File: src/rtl/div_ctrl_pkg.sv
// Shared types and constants for the down_clk divider configuration sequencer.
package div_ctrl_pkg;

  localparam int unsigned DIV_W_DEFAULT = 16;
  localparam int unsigned DIV_MIN       = 2;

  typedef enum logic [1:0] {
    StIdle     = 2'd0,
    StWaitEdge = 2'd1,
    StReload   = 2'd2,
    StSettle   = 2'd3
  } div_state_e;

endpackage

File: src/rtl/sync_edge_det.sv
// Multi-flop synchronizer for an asynchronous level plus a registered falling-edge detect.
module sync_edge_det #(
  parameter int unsigned STAGES = 2
) (
  input  logic clk_i,
  input  logic rst_i,
  input  logic async_i,
  output logic fall_o
);

  logic [STAGES-1:0] sync_q;
  logic              prev_q;

  always_ff @(posedge clk_i) begin
    if (rst_i) begin
      sync_q <= '0;
      prev_q <= 1'b0;
    end else begin
      sync_q <= {sync_q[STAGES-2:0], async_i};
      prev_q <= sync_q[STAGES-1];
    end
  end

  assign fall_o = prev_q & ~sync_q[STAGES-1];

endmodule

File: src/rtl/div_cfg_ctrl.sv
// Divisor update sequencer for down_clk: reloads only at a slow_clk falling edge.
// Optional WAIT_EDGE timeout with sticky o_timeout when DIV_CFG_CTRL_TIMEOUT_EN is defined.
module div_cfg_ctrl
  import div_ctrl_pkg::*;
#(
  parameter int unsigned DIV_W       = DIV_W_DEFAULT,
  parameter int unsigned SYNC_STAGES = 2,
  parameter int unsigned RST_CYCLES  = 2
`ifdef DIV_CFG_CTRL_TIMEOUT_EN
  ,
  parameter int unsigned TIMEOUT_CYC = 131072
`endif
) (
  input  logic             i_wb_clk,
  input  logic             i_wb_rst,
  input  logic             i_req_valid,
  input  logic [DIV_W-1:0] i_req_divisor,
  output logic             o_req_ready,
  input  logic             i_slow_clk,
  output logic [DIV_W-1:0] o_divisor_reg,
  output logic             o_div_rst,
  output logic             o_busy,
  output logic             o_applied,
  output logic             o_err
`ifdef DIV_CFG_CTRL_TIMEOUT_EN
  ,
  output logic             o_timeout
`endif
);

  localparam int unsigned RstW = (RST_CYCLES > 1) ? $clog2(RST_CYCLES) : 1;

  div_state_e       state_q, state_d;
  logic [DIV_W-1:0] pending_q, pending_d;
  logic [DIV_W-1:0] divisor_q, divisor_d;
  logic [RstW-1:0]  rst_cnt_q, rst_cnt_d;
  logic             div_rst_q, div_rst_d;
  logic             applied_q, applied_d;
  logic             err_q, err_d;
  logic             fall;
  logic             handshake;

`ifdef DIV_CFG_CTRL_TIMEOUT_EN
  localparam int unsigned TmoW = (TIMEOUT_CYC > 1) ? $clog2(TIMEOUT_CYC) : 1;
  logic [TmoW-1:0] tmo_cnt_q, tmo_cnt_d;
  logic            timeout_q, timeout_d;
`endif

  sync_edge_det #(
    .STAGES (SYNC_STAGES)
  ) u_sync_edge_det (
    .clk_i   (i_wb_clk),
    .rst_i   (i_wb_rst),
    .async_i (i_slow_clk),
    .fall_o  (fall)
  );

  assign o_req_ready = (state_q == StIdle) && !i_wb_rst;
  assign handshake   = i_req_valid && o_req_ready;

  always_comb begin
    state_d   = state_q;
    pending_d = pending_q;
    divisor_d = divisor_q;
    rst_cnt_d = rst_cnt_q;
    applied_d = 1'b0;
    err_d     = 1'b0;
`ifdef DIV_CFG_CTRL_TIMEOUT_EN
    tmo_cnt_d = tmo_cnt_q;
    timeout_d = timeout_q;
`endif

    unique case (state_q)
      StIdle: begin
        if (handshake) begin
`ifdef DIV_CFG_CTRL_TIMEOUT_EN
          timeout_d = 1'b0;
          tmo_cnt_d = '0;
`endif
          if (i_req_divisor < DIV_W'(DIV_MIN)) begin
            err_d = 1'b1;
          end else if (i_req_divisor == divisor_q) begin
            applied_d = 1'b1;
          end else begin
            pending_d = i_req_divisor;
            // A divisor below DIV_MIN means down_clk is not toggling: no edge to wait for.
            state_d   = (divisor_q < DIV_W'(DIV_MIN)) ? StReload : StWaitEdge;
          end
        end
      end
      StWaitEdge: begin
        if (fall) begin
          state_d = StReload;
`ifdef DIV_CFG_CTRL_TIMEOUT_EN
        end else if (tmo_cnt_q == TmoW'(TIMEOUT_CYC - 1)) begin
          state_d   = StReload;
          timeout_d = 1'b1;
        end else begin
          tmo_cnt_d = tmo_cnt_q + TmoW'(1);
`endif
        end
      end
      StReload: begin
        if (rst_cnt_q == '0) begin
          state_d = StSettle;
        end else begin
          rst_cnt_d = rst_cnt_q - RstW'(1);
        end
      end
      StSettle: begin
        state_d   = StIdle;
        applied_d = 1'b1;
      end
      default: state_d = StIdle;
    endcase

    // Reload entry: the only point where the driven divisor may change.
    if (state_d == StReload && state_q != StReload) begin
      divisor_d = pending_d;
      rst_cnt_d = RstW'(RST_CYCLES - 1);
    end
    div_rst_d = (state_d == StReload);
  end

  always_ff @(posedge i_wb_clk) begin
    if (i_wb_rst) begin
      state_q   <= StIdle;
      pending_q <= '0;
      divisor_q <= '0;
      rst_cnt_q <= '0;
      div_rst_q <= 1'b1;
      applied_q <= 1'b0;
      err_q     <= 1'b0;
`ifdef DIV_CFG_CTRL_TIMEOUT_EN
      tmo_cnt_q <= '0;
      timeout_q <= 1'b0;
`endif
    end else begin
      state_q   <= state_d;
      pending_q <= pending_d;
      divisor_q <= divisor_d;
      rst_cnt_q <= rst_cnt_d;
      div_rst_q <= div_rst_d;
      applied_q <= applied_d;
      err_q     <= err_d;
`ifdef DIV_CFG_CTRL_TIMEOUT_EN
      tmo_cnt_q <= tmo_cnt_d;
      timeout_q <= timeout_d;
`endif
    end
  end

  assign o_divisor_reg = divisor_q;
  assign o_div_rst     = div_rst_q;
  assign o_busy        = (state_q != StIdle);
  assign o_applied     = applied_q;
  assign o_err         = err_q;
`ifdef DIV_CFG_CTRL_TIMEOUT_EN
  assign o_timeout     = timeout_q;
`endif

endmodule

File: config.mk
export PLATFORM = sky130hd
export DESIGN_NAME = div_cfg_ctrl
export DESIGN_NICKNAME = d
export VERILOG_FILES = /design/src/rtl/div_ctrl_pkg.sv /design/src/rtl/sync_edge_det.sv /design/src/rtl/div_cfg_ctrl.sv
export SDC_FILE = /design/constraint.sdc
export NUM_CORES = 1
export LEC_CHECK = 0
export CAP_MARGIN = 20
export CORE_ASPECT_RATIO = 0.9
export CORE_UTILIZATION = 30
export DETAILED_ROUTE_END_ITERATION = 16
export HOLD_SLACK_MARGIN = 0.08
export PLACE_DENSITY = 0.52
export SYNTH_ARGS = -nofsm -noshare
export SYNTH_HDL_FRONTEND = slang
export SYNTH_HIERARCHICAL = 1
export SYNTH_SLANG_ARGS = --single-unit
File: constraint.sdc
create_clock -name i_wb_clk -period 3.3 [get_ports i_wb_clk]
set_clock_uncertainty 0.15 [all_clocks]
set_input_delay 0.66 -clock i_wb_clk [delete_from_list [all_inputs] [get_ports i_wb_clk]]
set_output_delay 0.66 -clock i_wb_clk [all_outputs]
set_load 0.01 [all_outputs]
## Word level (Yosys, flattened, before mapping)

Index checks and enable logic that the tools add are counted.

| word-level totals | value |
|---|---|
| register bits | 41 |
| bits of input ports | 20 |
| output and inout port bits | 21 |

| operators by class | value |
|---|---|
| add/sub/neg operators | 1 |
| order comparisons | 2 |
| equality and inequality tests | 6 |
| mux-type cells | 19 |
| bitwise gates (word level) | 4 |
| reductions and logical operators | 8 |

Operators with widths:

| cell | count |
|---|---|
| two-way mux 16 bit | 4 |
| < comparator 16 x 2 -> 1 bit (second input constant) | 2 |
| == test 16 bit | 1 |
| two-way mux 2 bit | 6 |
| case mux 2 bit (4 select lines) | 1 |
| two-way mux 1 bit | 7 |
| == test 2 bit (second input constant) | 3 |
| nonzero test 2 bit | 2 |
| logical AND 1 bit | 3 |
| NOT 1 bit | 3 |
| OR reduction 3 bit | 1 |
| == test 2 x 1 -> 1 bit (second input constant) | 1 |
| logical NOT 2 bit | 1 |
| != test 2 bit (second input constant) | 1 |
| case mux 1 bit (2 select lines) | 1 |
| bitwise AND 1 bit | 1 |
| logical NOT 1 bit | 1 |
| subtractor 1 bit (second input constant) | 1 |

## Logic depth before layout (Yosys ltp)

| logic depth | value |
|---|---|
| depth after elaboration | 9 |
| gate-level depth with buffers | 10 |
| depth with buffers taken out | 7 |

## By module

The synthesis kept the hierarchy.

Modules (own cells, without submodules):

| module | times used | cells an instance | area each (um^2) |
|---|---|---|---|
| div_cfg_ctrl | 1 | 267 | 2290.9 |
| sync_edge_det | 1 | 7 | 87.6 |

## Least setup slack after synthesis

No wires, ideal clock.

| timing path | value |
|---|---|
| path type | register to register |
| start | register state_q[1] |
| end | register divisor_q[0], in the netlist o_divisor_reg[0] |
| library setup time | 0.079 ns |
| arrival time | 1.991 ns |
| required time | 3.071 ns |
| path slack | 1.080 ns |
| stages on the path, launching flop included | 10 |
| path buffers | 2 |
| path through | dfxtp_1 -> inv_1 -> ha_1 -> nor2b_1 -> or2_0 -> a2111o_1 -> buf_6 -> a21o_4 -> buf_6 -> a211oi_2 |

| between the ends | value |
|---|---|
| longest elaborated chain between the ends | 7 |

Ends and longest elaborated chain:

| what | line | text |
|---|---|---|
| from (decl) | div_cfg_ctrl.sv:33 | `div_state_e state_q, state_d;` |
| from (signal assigned) | div_cfg_ctrl.sv:127 | `state_q <= StIdle;` |
| from (signal assigned) | div_cfg_ctrl.sv:139 | `state_q <= state_d;` |
| logical NOT 2 bit | div_cfg_ctrl.sv:58, div_cfg_ctrl.sv:73 |  |
| logical AND 1 bit | div_cfg_ctrl.sv:58 | `assign o_req_ready = (state_q == StIdle) && !i_wb_rst;` |
| logical AND 1 bit | div_cfg_ctrl.sv:59 | `assign handshake = i_req_valid && o_req_ready;` |
| two-way mux 2 bit | div_cfg_ctrl.sv:75 | `if (handshake) begin` |
| case mux 2 bit (4 select lines) | div_cfg_ctrl.sv:73 | `unique case (state_q)` |
| == test 2 bit | div_cfg_ctrl.sv:118 | `if (state_d == StReload && state_q != StReload) begin` |
| logical AND 1 bit | div_cfg_ctrl.sv:118 |  |
| to (signal assigned) | div_cfg_ctrl.sv:141 | `divisor_q <= divisor_d;` |
| to (decl) | div_cfg_ctrl.sv:35 | `logic [DIV_W-1:0] divisor_q, divisor_d;` |

Several ways; a longest one is shown, not always the timed one.
A chain may end at the register's enable or synchronous reset.

## Final worst setup path

| timing path | value |
|---|---|
| start | input port i_req_divisor[7] |
| end | register divisor_q[11], in the netlist o_divisor_reg[11] |

| between the ends | value |
|---|---|
| longest elaborated chain between the ends | 7 |

Ends and longest elaborated chain:

| what | line | text |
|---|---|---|
| from (decl) | div_cfg_ctrl.sv:17 | `input logic [DIV_W-1:0] i_req_divisor,` |
| parallel branches: the longest is 7 deep, another holds < comparator 16 x 2 -> 1 bit | - |  |

Parallel ways; which one is timed is not known.

==> summary.txt <==
Layout
  – Core Util, Final: 38.92%
  – Share of cells above drive strength 1: 12.01%
  – Nets@finish: 331
  – N_diodes: 0
  – Final std cells w/o fill: 404
  – P&R area growth vs syn: 24.67%
  – Final instance area: 2965 µm²

Critical path
  – CP arrival: 2.82 ns
  – CP Launch Type: primary input
  – RR Startpoint: state_q[0]
  – Worst Path Required: 3.36 ns
  – FF-to-FF End: o_divisor_reg[11]
  – Start point of the critical path: i_req_divisor[7]
  – Max FO, Critical Path: 27
  – Worst Setup EP: o_divisor_reg[11]
  – Critical Path Sink Type: flip-flop
  – R2R depth: 6
  – Setup CP Type: in2reg
  – Reg2Reg Setup Slack: 0.65 ns

Global routing
  – GRT Util Overall: 17.08%
  – First-pass GRT wire length: 10,970 µm
  – Vias in the first global route: 2,065
  – Grt total ovfl: 0
  – Antenna violations before repair: 0
  – Largest net degree at the start of global routing: 41

Placed design
  – DPL Wire Length: 4728 µm
  – Dpl cells: 396
  – Cell area after placement: 2849 µm²
  – Pre-CTS setup slack: 0.2609 ns
  – Port Buffers: 40
  – GP Congestion: 0.7475

Drt
  – Drt total wl: 6723 µm
  – DR pass1 iterations: 4
  – # DRC: 0
  – Via count: 2,229
  – Final ANT Viol Nets: 0
  – DR vias/cell: 5.517
  – WL per Instance: 16.64 µm
  – Starting DRT DRC Count: 84

Timing
  – Final setup viols: 0
  – Actual slew at the worst max-slew pin: 0.6776 ns
  – Final hold viol count: 0
  – Min Clock Period, post-route: 2.762 ns
  – Fin. max-slew vios: 0
  – RSZ-0062 raised after global routing: no
  – Fin crit share: 83.69%
  – Fmax: 362.1 MHz
  – Slew Limit Headroom: 54.83%
  – Post-route setup slack: 0.5381 ns
  – Setup TNS: 0 ns

Synth
  – Ys flop type: dfxtp_1
  – Post-Synthesis Mean Instance Area: 8.681 µm²
  – Commonest cells post-synth: dfxtp_1, nor2_1, a211oi_1, a21oi_1, o21ai_0
  – Seq cells post-synth: 41
  – Mapped Area: 2379 µm²
  – Net count after synthesis: 298
  – Synthesis warning total: 6
  – Area leader, netlist: dfxtp_1
  – Cell count after synthesis: 274
  – Post-synth EDFFs: 0
  – Most frequent cell after synthesis: dfxtp_1
  – Area contributors post-synth: dfxtp_1, a211oi_1, a41o_1
  – Number of distinct library cells after synthesis: 36
  – Seq/Total Area, Yosys: 34.51%
  – Share of the synthesized area in the top cell type: 34.51%
  – FFs w/ async S/R, synth: 0%

Floorplanning
  – IO Count: 41
  – Core Footprint: 7620 µm²
  – Die H: 86.47 µm
  – Initial Util: 31.22%
  – Die width: 95.86 µm
  – Site row count: 30
  – Die ar.: 8289 µm²

Clock tree
  – Clk pin slew, worst setup/hold paths: 0.08 ns
  – CTS Hold Buffers Added: 0
  – Clock Sinks: 41
  – CTS tree: built
  – Clk_lat worst skew: 0.29 ns
  – Post-CTS Setup Bufs: 0
  – CTS Buffer Depth: 2
  – H-tree Lvls: 2
  – Clk root buf: clkbuf_8
  – Post-cts sizing count: 0
  – Number of buffers created by CTS: 5

Run status
  – Status: finished, final reports clean

Pwr
  – Flop pwr share: 32.3%
  – Clock power frac: 19.9%
  – P per Cell Area: 720.2 nW/µm²
  – Switching share of power: 40.71%
  – Leak: 1.084 nW
  – Sw Pwr: 869.3 µW
  – VDD IR-drop max: 0.0002375 V
  – Internal power: 1.266 mW
  – Part of the power in combinational logic: 47.9%

Flow run
  – Max-Cap Viols: 0

Hold path
  – Hold WC Path Type: reg2reg
-- cell type report --
cell class,instances,area [µm²]
clock buffers,7,86.33
fillers,771,4654
clock inverters,1,30.03
inverters,4,15.01
multi-input cells,204,1398
well taps,96,120.1
flip-flops and latches,41,820.8
repair buffers,51,495.5
-- per-layer routing --
layer | vias up | GRT usage (%) | part of all wire, % | wire (µm)
met5 | - | 0 | 0 | 0
met4 | 0 | 4.206 | 0.64 | 43
met3 | 4 | 2.895 | 4.7 | 318
met2 | 50 | 26.23 | 46 | 3084
met1 | 1078 | 24.69 | 49 | 3277
li1 | 1097 | - | - | -
-- worst max-delay path, cell delays in order --
cell and delay (ns):
clkdlybuf4s50_1 0.51, nor4_1 0.38, nand4_1 0.23, and2_1 0.39, buf_12 0.25, a41o_1 0.18, a211oi_1 0.20
-- how the worst min path moves through the flow --
| stage | from | endpoint | cells past startpoint |
|---|---|---|---|
| final | u_sync_edge_det/sync_q[0] | u_sync_edge_det/sync_q[1] | 1 |
| after global routing | u_sync_edge_det/sync_q[0] | u_sync_edge_det/sync_q[1] | 1 |
| after CTS | u_sync_edge_det/sync_q[0] | u_sync_edge_det/sync_q[1] | 1 |
| after detailed placement | u_sync_edge_det/sync_q[0] | u_sync_edge_det/sync_q[1] | 1 |
| after global placement | u_sync_edge_det/sync_q[1] | u_sync_edge_det/prev_q | 1 |
| after floorplan | u_sync_edge_det/sync_q[0] | u_sync_edge_det/sync_q[1] | 1 |
-- power by group through the flow --
stage | clock network (mW) | registers, mW | logic [mW]
finish | 0.424 | 0.689 | 1.02
global placement | 0 | 0.702 | 1.02
floorplan | 0 | 0.703 | 0.699
CTS | 0.437 | 0.689 | 1.03
global route | 0.459 | 0.703 | 1.11
detailed placement | 0 | 0.700 | 1.02
-- cell usage in the layout, fill, tap and decap left out, types with 2 or more instances in the layout --
cell type	n
nor3_1	5
nand4_1	2
a21oi_1	20
buf_4	10
a211oi_1	23
clkbuf_8	6
and2_1	2
nand2_1	3
dfxtp_1	41
nand3_1	16
clkdlybuf4s50_1	40
a211oi_2	10
xor2_1	16
a41o_1	16
nor2_1	35
o21ai_0	19
and4_1	3
ha_1	4
nor4_2	4
nor2b_1	6
nor4_1	7
a22oi_1	2
inv_1	4
-- through the flow --
stage	power (mW)	hold slack (ns)
floorplan	1.401	0.2638
global placement	1.724	0.2894
detailed placement	1.724	0.2897
CTS	2.155	0.3116
global route	2.276	0.3160
finish	2.136	0.3063
-- cells by family (layout without fill, tap and decap cells) --
group / after synthesis / in the layout / synth area share, %
DFF: 41 / 41 / 34.51
and+or+nand+nor: 87 / 87 / 19.52
AOI/OAI and AO/OA: 97 / 97 / 31.25
xor gates and xnor gates: 16 / 16 / 5.891
buffers and inverters: 29 / 63 / 6.733
adders and majority gates: 4 / 4 / 2.104
Power figures use the tool's default switching activity.
